<file path="src/rtl/mtm_alu_pkg.sv">
// Shared constants for the mtm_Alu serial link: opcodes, frame layout,
// error flag positions, CRC polynomial and the receiver state encoding.
package mtm_alu_pkg;

  localparam logic [2:0] OP_AND = 3'b000;
  localparam logic [2:0] OP_OR  = 3'b001;
  localparam logic [2:0] OP_ADD = 3'b100;
  localparam logic [2:0] OP_SUB = 3'b101;

  localparam int FRAME_LEN = 11;

  localparam logic TYPE_DATA = 1'b0;
  localparam logic TYPE_CTL  = 1'b1;

  localparam int ERR_DATA_BIT = 2;
  localparam int ERR_CRC_BIT  = 1;
  localparam int ERR_OP_BIT   = 0;

  // x^4 + x + 1 with the x^4 term implied by the shift
  localparam logic [3:0] CRC_POLY = 4'b0011;

  typedef enum logic [2:0] {
    ST_IDLE    = 3'd0,
    ST_TYPE    = 3'd1,
    ST_PAYLOAD = 3'd2,
    ST_STOP    = 3'd3,
    ST_REPORT  = 3'd4
  } rx_state_e;

  function automatic logic op_is_valid(input logic [2:0] op);
    logic ok;
    case (op)
      OP_AND, OP_OR, OP_ADD, OP_SUB: ok = 1'b1;
      default:                       ok = 1'b0;
    endcase
    return ok;
  endfunction

endpackage

</file>
<file path="src/rtl/mtm_alu_crc4_serial.sv">
// One-bit-per-clock CRC-4 LFSR; clr reloads INIT and takes priority over en.
module mtm_alu_crc4_serial
  import mtm_alu_pkg::*;
#(
  parameter logic [3:0] INIT = 4'h0
) (
  input  logic       clk,
  input  logic       rst_n,
  input  logic       en,
  input  logic       clr,
  input  logic       din,
  output logic [3:0] crc
);

  logic [3:0] crc_q;
  logic [3:0] crc_d;
  logic       fb;

  always_comb begin
    fb    = din ^ crc_q[3];
    crc_d = crc_q;
    if (clr) begin
      crc_d = INIT;
    end else if (en) begin
      crc_d = {crc_q[2:0], 1'b0} ^ (fb ? CRC_POLY : 4'h0);
    end
  end

  always_ff @(posedge clk or negedge rst_n) begin
    if (!rst_n) begin
      crc_q <= INIT;
    end else begin
      crc_q <= crc_d;
    end
  end

  assign crc = crc_q;

endmodule

</file>
<file path="src/rtl/mtm_alu_rx_deser.sv">
// Serial command receiver: deframes 11-bit frames on sin, gathers B then A,
// validates the CTL frame and pulses either op_valid or err_valid.
module mtm_alu_rx_deser
  import mtm_alu_pkg::*;
#(
  parameter int         DATA_W   = 32,
  parameter logic [3:0] CRC_INIT = 4'h0
) (
  input  logic              clk,
  input  logic              rst_n,
  input  logic              sin,
  output logic [DATA_W-1:0] a_out,
  output logic [DATA_W-1:0] b_out,
  output logic [2:0]        op_out,
  output logic              op_valid,
  output logic              err_valid,
  output logic [2:0]        err_flags
);

  localparam int            NB       = DATA_W / 8;
  localparam int            CW       = $clog2(2 * NB + 2);
  localparam int            PAY_BITS = FRAME_LEN - 3;
  localparam logic [2:0]    PAY_LAST = 3'(PAY_BITS - 1);
  localparam logic [CW-1:0] CNT_FULL = CW'(2 * NB);
  localparam logic [CW-1:0] CNT_SAT  = CW'(2 * NB + 1);

  rx_state_e               state_q, state_d;
  logic [2:0]              bit_cnt_q, bit_cnt_d;
  logic                    type_q, type_d;
  logic [6:0]              pay_q, pay_d;
  logic [2*DATA_W-1:0]     sr_q, sr_d;
  logic [CW-1:0]           cnt_q, cnt_d;
  logic [DATA_W-1:0]       a_q, a_d, b_q, b_d;
  logic [2:0]              op_q, op_d;
  logic                    op_valid_q, op_valid_d;
  logic                    err_valid_q, err_valid_d;
  logic [2:0]              err_flags_q, err_flags_d;
  logic [2:0]              ctl_flags;
  logic                    crc_en, crc_clr, crc_din;
  logic [3:0]              crc;

  mtm_alu_crc4_serial #(.INIT(CRC_INIT)) u_crc (
    .clk   (clk),
    .rst_n (rst_n),
    .en    (crc_en),
    .clr   (crc_clr),
    .din   (crc_din),
    .crc   (crc)
  );

  always_ff @(posedge clk or negedge rst_n) begin
    if (!rst_n) begin
      state_q <= ST_IDLE;
    end else begin
      state_q <= state_d;
    end
  end

  always_comb begin
    state_d = state_q;
    case (state_q)
      ST_IDLE:    if (!sin) state_d = ST_TYPE;
      ST_TYPE:    state_d = ST_PAYLOAD;
      ST_PAYLOAD: if (bit_cnt_q == PAY_LAST) state_d = ST_STOP;
      ST_STOP:    state_d = (!sin || type_q == TYPE_CTL) ? ST_REPORT : ST_IDLE;
      // A start bit seen while reporting opens the next frame directly
      ST_REPORT:  state_d = sin ? ST_IDLE : ST_TYPE;
      default:    state_d = ST_IDLE;
    endcase
  end

  // CTL verdict, evaluated against the fully shifted payload in STOP
  always_comb begin
    ctl_flags = '0;
    if (cnt_q != CNT_FULL) begin
      ctl_flags[ERR_DATA_BIT] = 1'b1;
    end else if (crc != pay_q[3:0]) begin
      ctl_flags[ERR_CRC_BIT] = 1'b1;
    end else if (!op_is_valid(pay_q[6:4])) begin
      ctl_flags[ERR_OP_BIT] = 1'b1;
    end
  end

  always_comb begin
    bit_cnt_d   = bit_cnt_q;
    type_d      = type_q;
    pay_d       = pay_q;
    sr_d        = sr_q;
    cnt_d       = cnt_q;
    a_d         = a_q;
    b_d         = b_q;
    op_d        = op_q;
    op_valid_d  = 1'b0;
    err_valid_d = 1'b0;
    err_flags_d = err_flags_q;
    crc_en      = 1'b0;
    crc_clr     = 1'b0;
    crc_din     = sin;
    case (state_q)
      ST_TYPE: begin
        type_d    = sin;
        bit_cnt_d = '0;
      end
      ST_PAYLOAD: begin
        bit_cnt_d = bit_cnt_q + 3'd1;
        pay_d     = {pay_q[5:0], sin};
        if (type_q == TYPE_DATA) begin
          if (cnt_q < CNT_FULL) begin
            sr_d   = {sr_q[2*DATA_W-2:0], sin};
            crc_en = 1'b1;
          end
        end else if (bit_cnt_q < 3'd4) begin
          // CTL: the leading payload bit is replaced by the 1'b1 marker, then OP
          crc_en = 1'b1;
          if (bit_cnt_q == 3'd0) crc_din = 1'b1;
        end
      end
      ST_STOP: begin
        if (!sin) begin
          err_valid_d               = 1'b1;
          err_flags_d               = '0;
          err_flags_d[ERR_DATA_BIT] = 1'b1;
        end else if (type_q == TYPE_CTL) begin
          if (ctl_flags == 3'b000) begin
            op_valid_d = 1'b1;
            b_d        = sr_q[2*DATA_W-1:DATA_W];
            a_d        = sr_q[DATA_W-1:0];
            op_d       = pay_q[6:4];
          end else begin
            err_valid_d = 1'b1;
            err_flags_d = ctl_flags;
          end
        end else if (cnt_q != CNT_SAT) begin
          cnt_d = cnt_q + 1'b1;
        end
      end
      ST_REPORT: begin
        cnt_d   = '0;
        sr_d    = '0;
        crc_clr = 1'b1;
      end
      default: ;
    endcase
  end

  always_ff @(posedge clk or negedge rst_n) begin
    if (!rst_n) begin
      bit_cnt_q   <= '0;
      type_q      <= TYPE_DATA;
      pay_q       <= '0;
      sr_q        <= '0;
      cnt_q       <= '0;
      a_q         <= '0;
      b_q         <= '0;
      op_q        <= '0;
      op_valid_q  <= 1'b0;
      err_valid_q <= 1'b0;
      err_flags_q <= '0;
    end else begin
      bit_cnt_q   <= bit_cnt_d;
      type_q      <= type_d;
      pay_q       <= pay_d;
      sr_q        <= sr_d;
      cnt_q       <= cnt_d;
      a_q         <= a_d;
      b_q         <= b_d;
      op_q        <= op_d;
      op_valid_q  <= op_valid_d;
      err_valid_q <= err_valid_d;
      err_flags_q <= err_flags_d;
    end
  end

  assign a_out     = a_q;
  assign b_out     = b_q;
  assign op_out    = op_q;
  assign op_valid  = op_valid_q;
  assign err_valid = err_valid_q;
  assign err_flags = err_flags_q;

endmodule

</file>
<file path="config.mk">
export PLATFORM = sky130hd
export DESIGN_NAME = mtm_alu_rx_deser
export DESIGN_NICKNAME = d
export VERILOG_FILES = /design/src/rtl/mtm_alu_pkg.sv /design/src/rtl/mtm_alu_crc4_serial.sv /design/src/rtl/mtm_alu_rx_deser.sv
export SDC_FILE = /design/constraint.sdc
export NUM_CORES = 1
export LEC_CHECK = 0
export ABC_AREA = 1
export BUFFER_PORTS_ARGS = -buffer_cell sky130_fd_sc_hd__buf_2
export CORE_ASPECT_RATIO = 0.5
export CORE_UTILIZATION = 25
export DETAILED_ROUTE_END_ITERATION = 7
export REMOVE_ABC_BUFFERS = 1
export SYNTH_ARGS = -nofsm -noshare
export SYNTH_HDL_FRONTEND = slang
export SYNTH_SLANG_ARGS = --single-unit
export TNS_END_PERCENT = 100
</file>
<file path="constraint.sdc">
create_clock -name clk -period 1.43 [get_ports clk]
set_input_delay 0.2145 -clock clk [delete_from_list [all_inputs] [get_ports clk]]
set_output_delay 0.2145 -clock clk [all_outputs]
set_load 0.02 [all_outputs]
</file>
### Word-level counts from Yosys, hierarchy flattened

Cells that the tools add are included.

* flip-flop bits (word level): 158
* input bits: 3
* output and inout port bits: 72
* word-level logic and storage cells: 99

* add/sub/neg operators: 2
* $lt $le $gt $ge: 2
* equal/unequal tests: 20
* muxes and demuxes: 44
* bitwise logic cells: 2
* reductions and logical operators: 16

Operators by type and width (count)
* 64-bit 2-to-1 mux: 2
* 64-bit one-hot mux with 2 select lines: 1
* 1-bit 2-to-1 mux: 25
* 4-bit 2-to-1 mux: 5
* 3-bit 2-to-1 mux: 6
* 2-bit != test, second input constant: 8
* 3-bit one-hot mux with 5 select lines: 1
* 3-bit equality test, second input constant: 4
* 3-bit zero test: 4
* 4-bit != test, second input constant: 2
* 4-bit one-hot mux with 2 select lines: 1
* 4-bit AND reduction: 2
* 2-bit nonzero test: 4
* 3-bit by 1-bit equality test with 1-bit output, second input constant: 2
* 3-bit by 2-bit equality test with 1-bit output, second input constant: 2
* 3-bit one-hot mux with 2 select lines: 1
* 3-bit AND reduction: 2
* 4-bit by 1-bit adder with 4-bit output, second input constant: 1
* 4-bit < comparator, second input constant: 1
* 2-bit 2-to-1 mux: 2
* 4-bit != test: 1
* 4-bit OR reduction: 1
* 4-bit bitwise XOR: 1
* 3-bit by 1-bit adder with 3-bit output, second input constant: 1
* other kinds (6): 6

### Logic depth before layout (Yosys ltp)

* depth after elaboration: 13
* mapped depth: 11
* depth with buffers taken out: 10

### Cells and area by module

From an unflattened synthesis, not the netlist that was laid out.

* cell total of the unflattened synthesis: 758
* area total of the unflattened synthesis: 6647.6 µm²

Modules (own cells, without submodules)
* mtm_alu_rx_deser: instances 1, cells an instance 731, area an instance 6428.7 µm², sequential area each 3853.7 µm²
* mtm_alu_crc4_serial: instances 1, cells an instance 27, area an instance 219.0 µm², sequential area each 100.1 µm²

### Worst setup path before layout

No wires, ideal clock.

* path kind: reg-to-reg
* from: reg cnt_q[0]
* to: reg b_q[10], in the netlist b_out[10]
* library setup time: 0.117 ns
* arrival time: 1.468 ns
* required time: 1.313 ns
* path slack: -0.156 ns
* stages on the path, launching flop included: 10
* buffers on the path: 2
* period minus slack after synthesis: 1.586 ns
* cells stage by stage: dfrtp_1 inv_1 ha_1 nand4_1 nor2_4 nand3_2 buf_2 buf_6 nand2_1 nand2_1

* word-level cells in the longest chain between the ends: 4
* elaborated cells between the ends (all ways): 5
* those cells by class: 1 x eq/ne; 2 x mux; 2 x reduce/logical

Ends and longest elaborated chain
* start, declared: line mtm_alu_rx_deser.sv:32 `logic [CW-1:0] cnt_q, cnt_d;`
* start signal, assigned: line mtm_alu_rx_deser.sv:164 `cnt_q <= cnt_d;`
* 4-bit != test (*): line mtm_alu_rx_deser.sv:75 `if (cnt_q != CNT_FULL) begin`
* 2-bit 2-to-1 mux or 1-bit 2-to-1 mux (tied branches): line mtm_alu_rx_deser.sv:75
* 3-bit zero test (*): line mtm_alu_rx_deser.sv:124 `if (ctl_flags == 3'b000) begin`
* 4-bit AND reduction (no line) (*)
* end signal, assigned: line mtm_alu_rx_deser.sv:154 `b_q <= '0;`
* end signal, assigned: line mtm_alu_rx_deser.sv:166 `b_q <= b_d;`
* end, declared: line mtm_alu_rx_deser.sv:33 `logic [DATA_W-1:0] a_q, a_d, b_q, b_d;`

Mark *: on every way between the ends. The rest lies on a longest branch, timed or not.
A chain may end at the register's enable or synchronous reset.

### Worst setup path after layout

* from: reg cnt_q[1]
* to: reg a_q[20], in the netlist a_out[20]

* word-level cells in the longest chain between the ends: 4
* elaborated cells between the ends (all ways): 5
* those cells by class: 1 x eq/ne; 2 x mux; 2 x reduce/logical

Ends and longest elaborated chain
* 4-bit != test (*): line mtm_alu_rx_deser.sv:75
* 2-bit 2-to-1 mux or 1-bit 2-to-1 mux (tied branches): line mtm_alu_rx_deser.sv:75
* 3-bit zero test (*): line mtm_alu_rx_deser.sv:124
* 4-bit AND reduction (no line) (*)
* end signal, assigned: line mtm_alu_rx_deser.sv:153 `a_q <= '0;`
* end signal, assigned: line mtm_alu_rx_deser.sv:165 `a_q <= a_d;`
* end, declared: line mtm_alu_rx_deser.sv:33

Marked as above.

==> flow_summary.toml <==
[run_status]
status = "finished, violations left"
failed_checks = "negative setup slack"

[yosys]
yosysUniqueCellTypes = 25
synthFlopType = "dfrtp_1"
synth.area.top_cells = "dfrtp_1 (59%), nand2_1 (12%), nand4_1 (6.4%)"
async_reset_ff_share_pct = 100.0
avgSynthCellArea_um2 = 9.539
ys_warn_count = 0
synth_top_area_share_pct = 58.63
netlist_area_um2 = 6744
ys_top_cells_by_count = "nand2_1 (217), dfrtp_1 (158), nand4_1 (69), inv_1 (57), o21ai_0 (47)"
synth_cells = 707
synth_largest_area_cell = "dfrtp_1"
synth_edf_count = 0
synth_most_common_cell = "nand2_1"
yosysSeqAreaShare_pct = 58.63
ys_seq_elements = 158

[sta]
finalCritPeriodShare_pct = 116.3
maxSlewHeadroom_pct = 79.51
worst_pin_slew_ps = 307.4
finalSetupViolCount = 137
fin_crit_ps = 1662
hold_viol = 0
max_freq_mhz = 601.5
rsz0062_at_grt = "true"
finalWorstSetupSlack_ps = -232.4
tns_ps = -20280
maxSlewViolCount = 0
clock_skew_ps = 12.66

[global_route]
overflow = 0
grt_usage_pct = 13.50
grt_max_degree = 46
grt_pass1_vias = 5686
antenna_found_initial = 1
grt_pass1_wl_um = 29560

[cells_and_area]
fin_util_pct = 37.26
stdcell_area_um2 = 9869
drive_above_1_share_pct = 40.71
nets = 843
syn_to_final_growth_pct = 46.35
layout.cells.non_filler = 1197
nFillCells = 2552
diodes = 0

[pwr]
peakVddDrop_mv = 1.042
power_leakage_nw = 4.820
power_density_nw_per_um2 = 1742
power_mw = 17.19

[placed_design]
placed_area_um2 = 7810
routabilityCongestion = 0.7697
dp_cells = 1129
io_buffers = 74
hpwl_um = 10550

[floorplan]
die_h_um = 118.1
ios = 75
core_area_um2 = 26490
floorplan.initialDensity_pct = 25.46
die_w_um = 234.3
die_area_um2 = 27680
rows = 42

[cts]
cts_tree = "built"
root_buffer = "clkbuf_16"
cts_buffers = 17
htreeDepth = 4
numClockSinks = 158
clk_latency_ps = 420
clk_pin_slew_ps = 60
clockBufferDepth = 2

[route]
vias = 5685
viasPerCell = 4.749
wl_um = 19910
dr.first_iter.drc_count = 398
first_pass_iters = 4
drc = 0
wire_per_inst_um = 16.63
ant_nets = 0

[setup_path]
critical_path_class = "register to register"
arrival_ps = 1970
setup.worst_path.start = "cnt_q[1]"
rr_startpoint = "cnt_q[1]"
crit_fanout = 33
crit_path_start_kind = "register"
rr_worst_depth = 8
cp_data_required_time_ps = 1740
end_kind = "register"

[run]
max_cap_viol_count = 0

[hold_path]
worstHoldStart = "sin"
hold_depth = 3
hp-class = "input port to register"
worst max-delay path: stages (launching register included):
cell	delay (ps)
dfrtp_1	390
inv_2	90
ha_4	120
nand4_1	170
nor2_4	220
nand3_4	170
buf_16	230
nand2_1	90
nand2_1	60
sequential cells by signal, indices dropped and copies added, names as in the netlist:
| register | cells |
|---|---|
| a_out | 32 |
| u_crc.crc | 4 |
| err_flags | 3 |
| sr_q | 64 |
| err_valid | 1 |
| pay_q | 7 |
| op_out | 3 |
| bit_cnt_q | 3 |
| type_q | 1 |
| op_valid | 1 |
| b_out | 32 |
| cnt_q | 4 |
| state_q | 3 |
area by class of cell:
class	instances	area, µm²	share of cell area, %
flip-flops and latches	158	3954	40.06
clock inverters	9	112.6	1.141
repair buffers	157	1582	16.02
clock buffers	21	450.4	4.564
multi-input cells	439	3089	31.30
well taps	352	440.4	4.462
inverters	61	241.5	2.447
stage by stage:
| step | setup WS, ps | hold WS [ps] |
|---|---|---|
| global route | -331.7 | 188.7 |
| CTS | -191.1 | 167.3 |
| global placement | -194.0 | 104.0 |
| finish | -232.4 | 180.2 |
| detailed placement | -231.6 | 108.8 |
| floorplan | -2807 | -81.09 |
metal layers:
layer	part of all wire (%)	track usage [%]	up-vias
met5	0	0	-
met4	1.4	3.612	0
met3	3.5	2.823	23
met2	51	22.55	101
met1	44	17.64	2920
li1	-	-	2641
kinds of logic after synthesis:
logic type               count (synthesis)  share of synthesized area (%)
AO/OA/AOI/OAI                           85                          9.573
XOR/XNOR                                 1                         0.1299
adder cells (fa/ha/maj)                  6                          1.113
buffers and inverters                  110                          7.458
flip-flops                             158                          58.63
AND/OR/NAND/NOR                        347                          23.10
cells in the final DEF (no fill, tap or decap), drive strengths merged:
cell	netlist	routed
dfrtp	158	158
o21ai	47	47
a21oi	2	2
o31ai	32	32
xor2	1	1
o22a	1	1
nor3	1	1
nand2	217	217
dlygate4sd3	0	1
clkinv	0	6
nand3	47	47
clkinvlp	0	1
inv	61	61
o22ai	2	2
nand4	69	69
nor2	13	13
a311oi	1	1
bufinv	0	2
ha	6	6
buf	31	148
clkbuf	18	29
what timing repair did:
action                                 4_1_cts  5_1_grt
setup buffers                               21        6
resized for setup                          113      146
setup endpoints to repair                  137      144
pin swaps                                   20       19
endpoints found under the hold margin      133        0
gates cloned                                11       13
hold buffers                                 1        0
power by group:
| part | total (mW) | internal [mW] | leakage, nW | switching [mW] |
|---|---|---|---|---|
| sequential | 5.39 | 4.96 | 2.17 | 0.424 |
| clock | 4.40 | 2.61 | 0.273 | 1.79 |
| combinational | 7.41 | 3.30 | 2.38 | 4.11 |
worst paths after layout:
path / endpoint / slack, ps
max: a_out[20] / -230
min: state_q[0] / 180
min reg2reg: b_out[26] / 470
min in group asynchronous: op_out[1] / 240
max reg2reg: a_out[20] / -230
max in group asynchronous: a_out[15] / 640
No activity file was read; power rests on OpenSTA's default activity.
